--- src/rtl/fb_draw_ctrl_pkg.sv ---
`default_nettype none
// ----------------------------------------------------------------------------
// fb_draw_ctrl_pkg : opcodes, state encoding and geometry for fb_draw_ctrl
// Rev 1.0
// ----------------------------------------------------------------------------
package fb_draw_ctrl_pkg;

  localparam int FB_X_W    = 8;
  localparam int FB_Y_W    = 7;
  localparam int FB_ADDR_W = FB_X_W + FB_Y_W;

  localparam logic [2:0] OP_SET_PIXEL = 3'd1;
  localparam logic [2:0] OP_GET_PIXEL = 3'd2;
  localparam logic [2:0] OP_FILL      = 3'd3;
  localparam logic [2:0] OP_CHECKER   = 3'd4;
  localparam logic [2:0] OP_INVERT    = 3'd5;

  typedef enum logic [3:0] {
    ST_IDLE    = 4'd0,
    ST_WR1     = 4'd1,
    ST_RD_ADDR = 4'd2,
    ST_RD_WAIT = 4'd3,
    ST_RD_DONE = 4'd4,
    ST_SWEEP   = 4'd5,
    ST_INV_RD  = 4'd6,
    ST_INV_WR  = 4'd7,
    ST_FIN     = 4'd8
  } fb_state_e;

endpackage
`default_nettype wire

--- src/rtl/fb_sweep_counter.sv ---
`default_nettype none
// ----------------------------------------------------------------------------
// fb_sweep_counter : full-screen address counter with last flag and X/Y split
// Rev 1.0
// ----------------------------------------------------------------------------
module fb_sweep_counter
  import fb_draw_ctrl_pkg::*;
#(
  parameter int X_W = FB_X_W,
  parameter int Y_W = FB_Y_W
) (
  input  logic           clk,
  input  logic           rst_n,
  input  logic           clr,
  input  logic           en,
  output logic           last,
  output logic [X_W-1:0] nxt_x,
  output logic [Y_W-1:0] nxt_y
);

  localparam int ADDR_W = X_W + Y_W;

  logic [ADDR_W-1:0] cnt_q;
  logic [ADDR_W-1:0] cnt_d;

  always_comb begin
    cnt_d = cnt_q;
    if (clr) begin
      cnt_d = '0;
    end else if (en) begin
      cnt_d = cnt_q + ADDR_W'(1);
    end
  end

  always_ff @(posedge clk or negedge rst_n) begin
    if (!rst_n) begin
      cnt_q <= '0;
    end else begin
      cnt_q <= cnt_d;
    end
  end

  // The split exposes the value being loaded so the caller can register the
  // matching address in the same cycle the counter advances.
  assign last  = &cnt_q;
  assign nxt_x = cnt_d[X_W-1:0];
  assign nxt_y = cnt_d[ADDR_W-1:X_W];

endmodule
`default_nettype wire

--- src/rtl/fb_draw_ctrl.sv ---
`default_nettype none
// ----------------------------------------------------------------------------
// fb_draw_ctrl : frame-buffer Port A drawing command sequencer
// Rev 1.0
// ----------------------------------------------------------------------------
module fb_draw_ctrl
  import fb_draw_ctrl_pkg::*;
#(
  parameter int X_W = FB_X_W,
  parameter int Y_W = FB_Y_W
) (
  input  logic               clk,
  input  logic               rst_n,
  input  logic               cmd_valid,
  output logic               cmd_ready,
  input  logic [2:0]         cmd_op,
  input  logic [X_W-1:0]     cmd_x,
  input  logic [Y_W-1:0]     cmd_y,
  input  logic               cmd_color,
  input  logic [2:0]         cmd_grid,
  input  logic               cmd_abort,
  output logic [X_W+Y_W-1:0] fb_addr,
  output logic               fb_we,
  output logic               fb_wdata,
  input  logic               fb_rdata,
  output logic               rd_data,
  output logic               rd_valid,
  output logic               busy,
  output logic               done,
  output logic               err
);

  localparam int ADDR_W = X_W + Y_W;

  fb_state_e         state_q, state_d;
  logic [2:0]        op_q, op_d;
  logic              color_q, color_d;
  logic [2:0]        grid_q, grid_d;
  logic [ADDR_W-1:0] fb_addr_q, fb_addr_d;
  logic              fb_we_q, fb_we_d;
  logic              fb_wdata_q, fb_wdata_d;
  logic              rd_data_q, rd_data_d;
  logic              rd_valid_q, rd_valid_d;
  logic              done_q, done_d;
  logic              err_q, err_d;
  logic              cmd_ready_q, cmd_ready_d;
  logic              busy_q;

  logic              cnt_clr, cnt_en, cnt_last;
  logic [X_W-1:0]    nxt_x;
  logic [Y_W-1:0]    nxt_y;

  fb_sweep_counter #(.X_W(X_W), .Y_W(Y_W)) u_cnt (
    .clk   (clk),
    .rst_n (rst_n),
    .clr   (cnt_clr),
    .en    (cnt_en),
    .last  (cnt_last),
    .nxt_x (nxt_x),
    .nxt_y (nxt_y)
  );

  // Rows beyond the Y range read as 0, so g=7 degenerates to X[7].
  function automatic logic checker_pix(input logic [X_W-1:0] x, input logic [Y_W-1:0] y,
                                       input logic [2:0] g);
    logic [X_W-1:0] y_ext;
    y_ext = X_W'(y);
    return x[g] ^ y_ext[g];
  endfunction

  always_comb begin
    state_d    = state_q;
    op_d       = op_q;
    color_d    = color_q;
    grid_d     = grid_q;
    fb_addr_d  = fb_addr_q;
    fb_we_d    = 1'b0;
    fb_wdata_d = fb_wdata_q;
    rd_data_d  = rd_data_q;
    rd_valid_d = 1'b0;
    done_d     = 1'b0;
    err_d      = 1'b0;
    cnt_clr    = 1'b0;
    cnt_en     = 1'b0;

    case (state_q)
      ST_IDLE: begin
        if (cmd_valid) begin
          op_d    = cmd_op;
          color_d = cmd_color;
          grid_d  = cmd_grid;
          cnt_clr = 1'b1;
          case (cmd_op)
            OP_SET_PIXEL: begin
              state_d    = ST_WR1;
              fb_addr_d  = {cmd_y, cmd_x};
              fb_we_d    = 1'b1;
              fb_wdata_d = cmd_color;
              done_d     = 1'b1;
            end
            OP_GET_PIXEL: begin
              state_d   = ST_RD_ADDR;
              fb_addr_d = {cmd_y, cmd_x};
            end
            OP_FILL, OP_CHECKER: begin
              state_d    = ST_SWEEP;
              fb_addr_d  = {nxt_y, nxt_x};
              fb_we_d    = 1'b1;
              fb_wdata_d = (cmd_op == OP_FILL) ? cmd_color : checker_pix(nxt_x, nxt_y, cmd_grid);
            end
            OP_INVERT: begin
              state_d   = ST_INV_RD;
              fb_addr_d = {nxt_y, nxt_x};
            end
            default: begin
              state_d = ST_FIN;
              done_d  = 1'b1;
              err_d   = 1'b1;
            end
          endcase
        end
      end
      ST_WR1:     state_d = ST_IDLE;
      ST_RD_ADDR: state_d = ST_RD_WAIT;
      ST_RD_WAIT: begin
        state_d    = ST_RD_DONE;
        rd_data_d  = fb_rdata;
        rd_valid_d = 1'b1;
        done_d     = 1'b1;
      end
      ST_RD_DONE: state_d = ST_IDLE;
      ST_SWEEP: begin
        if (cmd_abort || cnt_last) begin
          state_d = ST_FIN;
          done_d  = 1'b1;
        end else begin
          cnt_en     = 1'b1;
          fb_addr_d  = {nxt_y, nxt_x};
          fb_we_d    = 1'b1;
          fb_wdata_d = (op_q == OP_FILL) ? color_q : checker_pix(nxt_x, nxt_y, grid_q);
        end
      end
      ST_INV_RD: begin
        if (cmd_abort) begin
          state_d = ST_FIN;
          done_d  = 1'b1;
        end else begin
          state_d = ST_INV_WR;
          fb_we_d = 1'b1;
        end
      end
      ST_INV_WR: begin
        if (cmd_abort || cnt_last) begin
          state_d = ST_FIN;
          done_d  = 1'b1;
        end else begin
          state_d   = ST_INV_RD;
          cnt_en    = 1'b1;
          fb_addr_d = {nxt_y, nxt_x};
        end
      end
      ST_FIN:  state_d = ST_IDLE;
      default: state_d = ST_IDLE;
    endcase

    cmd_ready_d = (state_d == ST_IDLE);
  end

  always_ff @(posedge clk or negedge rst_n) begin
    if (!rst_n) begin
      state_q     <= ST_IDLE;
      op_q        <= 3'd0;
      color_q     <= 1'b0;
      grid_q      <= 3'd0;
      fb_addr_q   <= '0;
      fb_we_q     <= 1'b0;
      fb_wdata_q  <= 1'b0;
      rd_data_q   <= 1'b0;
      rd_valid_q  <= 1'b0;
      done_q      <= 1'b0;
      err_q       <= 1'b0;
      cmd_ready_q <= 1'b1;
      busy_q      <= 1'b0;
    end else begin
      state_q     <= state_d;
      op_q        <= op_d;
      color_q     <= color_d;
      grid_q      <= grid_d;
      fb_addr_q   <= fb_addr_d;
      fb_we_q     <= fb_we_d;
      fb_wdata_q  <= fb_wdata_d;
      rd_data_q   <= rd_data_d;
      rd_valid_q  <= rd_valid_d;
      done_q      <= done_d;
      err_q       <= err_d;
      cmd_ready_q <= cmd_ready_d;
      busy_q      <= ~cmd_ready_d;
    end
  end

  // The read data for an invert only arrives in the write cycle itself, so
  // that one case bypasses the write-data register.
  assign fb_wdata  = (state_q == ST_INV_WR) ? ~fb_rdata : fb_wdata_q;
  assign fb_addr   = fb_addr_q;
  assign fb_we     = fb_we_q;
  assign rd_data   = rd_data_q;
  assign rd_valid  = rd_valid_q;
  assign done      = done_q;
  assign err       = err_q;
  assign cmd_ready = cmd_ready_q;
  assign busy      = busy_q;

endmodule
`default_nettype wire
--- config.mk ---
export PLATFORM = sky130hd
export DESIGN_NAME = fb_draw_ctrl
export DESIGN_NICKNAME = d
export VERILOG_FILES = /design/src/rtl/fb_draw_ctrl_pkg.sv /design/src/rtl/fb_sweep_counter.sv /design/src/rtl/fb_draw_ctrl.sv
export SDC_FILE = /design/constraint.sdc
export NUM_CORES = 1
export LEC_CHECK = 0
export CORE_MARGIN = 4
export CORE_UTILIZATION = 53
export DETAILED_ROUTE_END_ITERATION = 8
export DONT_BUFFER_PORTS = 1
export PLACE_DENSITY = 0.76
export SLEW_MARGIN = 25
export SYNTH_ARGS = -nofsm -noshare
export SYNTH_HDL_FRONTEND = slang
export SYNTH_SLANG_ARGS = --single-unit
export TNS_END_PERCENT = 1
--- constraint.sdc ---
create_clock -name clk -period 2.35 [get_ports clk]
set_input_delay 0.5875 -clock clk [delete_from_list [all_inputs] [get_ports clk]]
set_output_delay 0.5875 -clock clk [all_outputs]
set_load 0.1 [all_outputs]
Word-level counts from Yosys, hierarchy flattened

Index checks and enable logic that the tools add are counted.

Input port bits: 27
Register bits: 49

$add $sub $neg: 1
$lt $le $gt $ge: 2
Bitwise operators: 4
Equal/unequal tests: 16
Reductions and logical operators: 16
Muxes and demuxes: 44

Operators by type and width:

| cell                  | count |
|---|---|
| $mux 15               | 4 |
| $pmux 15 s2           | 2 |
| $mux 1                | 24 |
| $pmux 4 s6            | 1 |
| $mux 4                | 4 |
| $pmux 4 s4            | 1 |
| $add 15x1->15 const B | 1 |
| $reduce_and 15->1     | 1 |
| $bmux 1 s3            | 4 |
| $eq 4x3->1 const B    | 3 |
| $eq 3x2->1 const B    | 3 |
| $eq 4x2->1 const B    | 2 |
| $logic_not 4->1       | 2 |
| $lt 3x4->1 const B    | 2 |
| $reduce_and 4->1      | 2 |
| $eq 3x3->1 const B    | 2 |
| $ne 2x2->1 const B    | 3 |
| $reduce_or 2->1       | 3 |
| $reduce_or 3->1       | 2 |
| $reduce_or 5->1       | 1 |
| $pmux 1 s2            | 2 |
| $pmux 1 s4            | 1 |
| $reduce_bool 2->1     | 2 |
| $reduce_or 4->1       | 1 |
| other kinds (8)       | 10 |

Logic depth before layout (Yosys ltp)

Word-level depth: 13
Gate-level depth with buffers: 10
Mapped depth without buffers: 9

Cells and area by module

A second synthesis with hierarchy kept.

Cells, all modules: 274
Area total of the unflattened synthesis: 2715.1 µm²

Modules (own cells, without submodules):

| module           | area each (µm²) | cells each | times used |
|---|---|---|---|
| fb_draw_ctrl     | 1903.1          | 194        | 1 |
| fb_sweep_counter | 812.0           | 80         | 1 |

Worst setup path before layout

No wires, ideal clock.

Path kind: register to output
From: reg state_q[3]
To: out fb_wdata
Path slack: -1.159 ns
Required time: 1.762 ns
Arrival time: 2.921 ns
Stages on the path, launching flop included: 3
Cell sequence: dfrtp_1 -> nand3b_2 -> o31ai_1

Longest elaborated chain between the ends: 2

Ends and longest elaborated chain:

| what                   | RTL line            | source |
|---|---|---|
| start, declared        | fb_draw_ctrl.sv:35  | `fb_state_e state_q, state_d;` |
| start signal, assigned | fb_draw_ctrl.sv:185 | `state_q <= state_d;` |
| $eq 4x3->1             | fb_draw_ctrl.sv:203 | `assign fb_wdata = (state_q == ST_INV_WR) ? ~fb_rdata : fb_wdata_q;` |
| $mux 1                 | fb_draw_ctrl.sv:203 |  |
| end, declared          | fb_draw_ctrl.sv:24  | `output logic fb_wdata,` |

Every way passes these cells.

Worst setup path in the final report

From: reg u_cnt.cnt_q[1]
To: reg fb_wdata_q

Longest elaborated chain between the ends: 13
Elaborated cells between the ends (all ways): 25
Those cells by class: 1 x add/sub; 1 x eq/ne; 18 x mux; 2 x bitwise; 3 x reduce/logical

Ends and longest elaborated chain:

| what                                                   | RTL line               | source |
|---|---|---|
| start, declared                                        | fb_sweep_counter.sv:23 | `logic [ADDR_W-1:0] cnt_q;` |
| start signal, assigned                                 | fb_sweep_counter.sv:39 | `cnt_q <= cnt_d;` |
| branches (longest 13 deep; another with $add 15x1->15) | n/a                    |  |
| end signal, assigned                                   | fb_draw_ctrl.sv:191    | `fb_wdata_q <= fb_wdata_d;` |
| end, declared                                          | fb_draw_ctrl.sv:41     | `logic fb_wdata_q, fb_wdata_d;` |

Parallel ways; which one is timed is not known. The select of a mux whose other input is x is not followed.
A chain may end at the register's enable or synchronous reset.

==> impl_summary.txt <==
----------------------------------------------------
[Timing]
  Setup Viol. Count Final ... 1
  Max-slew violation total from the final report ... 0
  Final Critical Period ... 2.52 ns
  Period Utilization, post-route ... 107%
  RSZ-0062 raised after global routing ... true
  Clock tree skew after final layout ... 0.00549 ns
  Worst Slack Setup Final ... -0.174 ns
  Worst-Margin Slew ... 0.892 ns
  Final setup TNS ... -0.174 ns
  Fin. Hold Viols ... 0
  Highest Clock Rate ... 0.396 GHz
  Slew HR ... 40.5%

[Finish]
  Most used cells in the layout excluding fill and tap cells ... sky130_fd_sc_hd__buf_4 (73), sky130_fd_sc_hd__nand2_1 (50), sky130_fd_sc_hd__dfrtp_1 (48)
  Most common cell after layout, fill and taps aside ... sky130_fd_sc_hd__buf_4
  Ratio of cells with drive above 1 in the final layout ... 30.7%
  Number of nets at the end of the flow ... 375
  Fill cell total of the finished layout ... 368
  Diodes inserted ... 0
  FF/Latch Area ... 1230 um^2
  Area growth from synthesis to layout ... 28.9%
  Area used by multi-input combinational logic ... 1400 um^2

[Yosys]
  Area of the mapped netlist ... 2660 um^2
  Synthesized area per cell ... 9.45 um^2
  Simple-gate share of the synthesized area ... 23.6%
  Instance count of the mapped netlist ... 281
  Number of warning messages in the yosys log ... 0
  Ys flop type ... sky130_fd_sc_hd__dfrtp_1
  Share of the synthesized netlist area taken by xor and xnor gates ... 3.30%
  Post-synthesis adder-cell area fraction ... 0.471%
  Unique cell type count in the Yosys netlist ... 56
  Multiplexer share of the synthesized area ... 9.23%
  Largest family of logic cells by synthesized area ... simple AND/OR/NAND/NOR gates
  Post-Syn Nets ... 309
  Post-synthesis compound-gate area fraction ... 13.3%
  Number of enable flip-flop cells after synthesis ... 0
  Proportion of synthesized flip-flops having asynchronous set or reset ... 100%
  Share of the yosys chip area belonging to registers ... 46.2%
  Register bit total from synthesis ... 49

[Clock tree]
  Clock tree from TritonCTS ... done
  Clock buffers created by TritonCTS ... 5
  Number of H-tree levels ... 2
  Buffers from clock root to sink, at most ... 2
  Clock sink count ... 49
  Clock transition at the registers of the reported paths ... 0.09 ns
  Clock insertion delay at the later pin of the skew report ... 0.30 ns
  Master cell of the clock root buffer ... sky130_fd_sc_hd__clkbuf_8

[Floorplanning]
  I/O pin total ... 50
  Initial cell density of the core ... 55.5%
  Die H ... 78.8 um
  Placement row count ... 25
  Die outline width ... 78.8 um
  Die outline area ... 6210 um^2
  Total core area ... 4790 um^2

[Drt]
  Total length of routed met3 wires ... 409 um
  Iteration count of the initial detailed-routing pass ... 4
  Post-detailed-route count of antenna-violating nets ... 0
  Vias after detailed routing ... 2,325
  Mean number of vias per cell ... 5.60
  Detailed-route wire length ... 6.78 mm
  Number of violations reported at the end of detailed-routing iteration 0 ... 125
  Detailed-routed wire length on met2 ... 3.29 mm
  Routed WL per cell ... 16.3 um
  DR DRC count ... 0
  DR top layer ... met4
  Length of routed wiring on met1 ... 2.90 mm

[GRT]
  Wire length of the first global-routing pass ... 11.2 mm
  Via count of the first global-routing pass ... 2,394
  Initial antenna violation count ... 0
  Pin count of the biggest net entering global routing ... 49
  Combined global-route utilization of all metal layers ... 22.9%
  Overall overflow remaining after global route ... 0

[Pwr]
  Relative contribution of sequential cells to total power ... 33.4%
  Pwr dens ... 1210 nW/um^2
  Pleak ... 0.00168 uW
  Switching pwr ... 2210 uW
  Internal cell power ... 1930 uW
  Maximum ir drop on the vdd rail ... 0.000733 V
  Power share of the combinational group ... 55.0%
  Switching share of power ... 53.3%
  Share of total power in the clock network ... 11.7%

[Worst setup path]
  R2r startpoint ... u_cnt.cnt_q[1]$_DFF_PN0_
  CP required ... 2.52 ns
  FF-to-FF setup slack ... -0.17 ns
  Type of element capturing the critical path ... flip-flop
  Crit path DAT ... 2.69 ns
  Element type at the critical path start ... flip-flop
  Worst setup path category ... reg2reg
  Source of the critical timing path ... u_cnt.cnt_q[1]$_DFF_PN0_
  R2r worst-path depth ... 9
  Critical Path Fanout Max ... 7
  RR Endpoint ... fb_wdata_q$_DFFE_PN0P_
  Critical path destination ... fb_wdata_q$_DFFE_PN0P_

[Placement]
  Number of port buffers ... 0
  Last weighted congestion value of the routability-driven placer ... 0.948
  HPWL reported at the end of detailed placement ... 5.10 mm
  Minimum setup slack after placement ... -0.224 ns

[Hold path]
  Worst min-delay path category ... in2async

[Run status]
  Violated checks ... negative setup slack
  Status ... complete, but fails checks

[Job]
  Max capacitance violation total ... 0

----------------------------------------------------
## Yosys cell counts, types with 2 or more instances
library cell                n  area share [%]
sky130_fd_sc_hd__and2_1     9             2.1
sky130_fd_sc_hd__nor2_1    17             2.4
sky130_fd_sc_hd__and4b_1    2            0.75
sky130_fd_sc_hd__a31oi_1    2            0.47
sky130_fd_sc_hd__nand4_1    4            0.94
sky130_fd_sc_hd__mux2_2     2            0.85
sky130_fd_sc_hd__and3_1     4            0.94
sky130_fd_sc_hd__nor3b_1    2            0.57
sky130_fd_sc_hd__xnor2_1    6             2.0
sky130_fd_sc_hd__or2b_1     2            0.57
sky130_fd_sc_hd__nor4_1     2            0.47
sky130_fd_sc_hd__mux2i_1   20             7.5
sky130_fd_sc_hd__buf_4      2            0.57
sky130_fd_sc_hd__o31ai_1    2            0.57
sky130_fd_sc_hd__clkbuf_1  11             1.6
sky130_fd_sc_hd__o21ai_0   24             4.5
sky130_fd_sc_hd__dfrtp_1   48              45
sky130_fd_sc_hd__a311oi_1   3            0.99
sky130_fd_sc_hd__nor2b_1    3            0.71
sky130_fd_sc_hd__nand3_1    6             1.1
sky130_fd_sc_hd__xor2_1     4             1.3
sky130_fd_sc_hd__nand2_1   50             7.1
sky130_fd_sc_hd__inv_1      9             1.3
sky130_fd_sc_hd__a21oi_1   10             1.9
sky130_fd_sc_hd__o22ai_1    2            0.47
sky130_fd_sc_hd__or3_1      3            0.71
sky130_fd_sc_hd__nor3_1     3            0.57
## critical path, stage by stage (launching register included)
cell                      delay (ns)
sky130_fd_sc_hd__dfrtp_1        0.41
sky130_fd_sc_hd__ha_4           0.17
sky130_fd_sc_hd__and3_4         0.18
sky130_fd_sc_hd__and4b_2        0.31
sky130_fd_sc_hd__and4b_1        0.22
sky130_fd_sc_hd__xor2_1         0.15
sky130_fd_sc_hd__mux4_2         0.49
sky130_fd_sc_hd__a22oi_2        0.19
sky130_fd_sc_hd__xnor2_1        0.16
sky130_fd_sc_hd__a41oi_2        0.12
## what timing repair did
item                       4_1_cts  5_1_grt
hold buffers                     1        0
setup endpoints to repair        3        5
pin swaps                        5        5
hold endpoints to repair        48        0
setup buffers                    3        3
resized for setup                5        7
## per-stage QoR
| step | hold WS (ns) | area (um^2) | util, % | std cells | power (uW) |
|---|---|---|---|---|---|
| 2_1_floorplan | 0.292 | 2670 | - | 281 | 3040 |
| 3_3_place_gp | 0.293 | 3210 | 67.1 | 400 | 3590 |
| 3_5_place_dp | 0.294 | 3210 | 67.1 | 400 | 3630 |
| 4_1_cts | 0.114 | 3370 | 70.5 | 412 | 4160 |
| 5_1_grt | 0.101 | 3420 | 71.6 | 415 | 4370 |
| 6_report | 0.122 | 3420 | 71.6 | 415 | 4140 |
## cells by family after synthesis
kind of cell | after synthesis
and+or+nand+nor | 118
muxes | 23
buffers and inverters | 25
adders and majority gates | 1
xor gates and xnor gates | 10
DFF | 49
AOI/OAI and AO/OA | 55
## worst min-delay path by stage
stage / from / slack [ns] / to / cells past startpoint
finish: rst_n / 0.12 / state_q[0]$_DFF_PN0_ / 1
global route: rst_n / 0.10 / cmd_ready$_DFF_PN1_ / 0
CTS: rst_n / 0.11 / cmd_ready$_DFF_PN1_ / 0
detailed placement: rst_n / 0.29 / err$_DFF_PN0_ / 0
global placement: rst_n / 0.29 / busy$_DFF_PN0_ / 0
floorplan: rst_n / 0.29 / busy$_DFF_PN0_ / 0
## routing by layer
| metal | GRT usage, % | vias up |
|---|---|---|
| met5 | 0 | - |
| met4 | 8.92 | 0 |
| met3 | 4.65 | 19 |
| met2 | 38.7 | 82 |
| met1 | 28.7 | 1101 |
| li1 | - | 1123 |
## area by class of cell
class / instances / share of cell area (%)
clock buffer: 5 / 2.01
clock inverter: 3 / 0.512
inverter: 9 / 0.986
multi-input combinational: 207 / 40.8
sequential: 49 / 35.8
tap: 67 / 2.45
timing repair buffer: 75 / 17.4
## power groups by stage
stage,Combinational [uW],Clock (uW),Sequential [uW]
detailed placement,2240,0,1390
global route,2420,533,1410
CTS,2280,496,1380
global placement,2210,0,1380
floorplan,759,0,2280
finish,2280,484,1380
## state kept, by name (all words and copies together) (netlist names), 3 cells and up
register / flops
u_cnt.cnt_q: 15
state_q: 4
fb_addr: 15
op_q: 3
grid_q: 3
No activity file was read; power rests on OpenSTA's default activity.
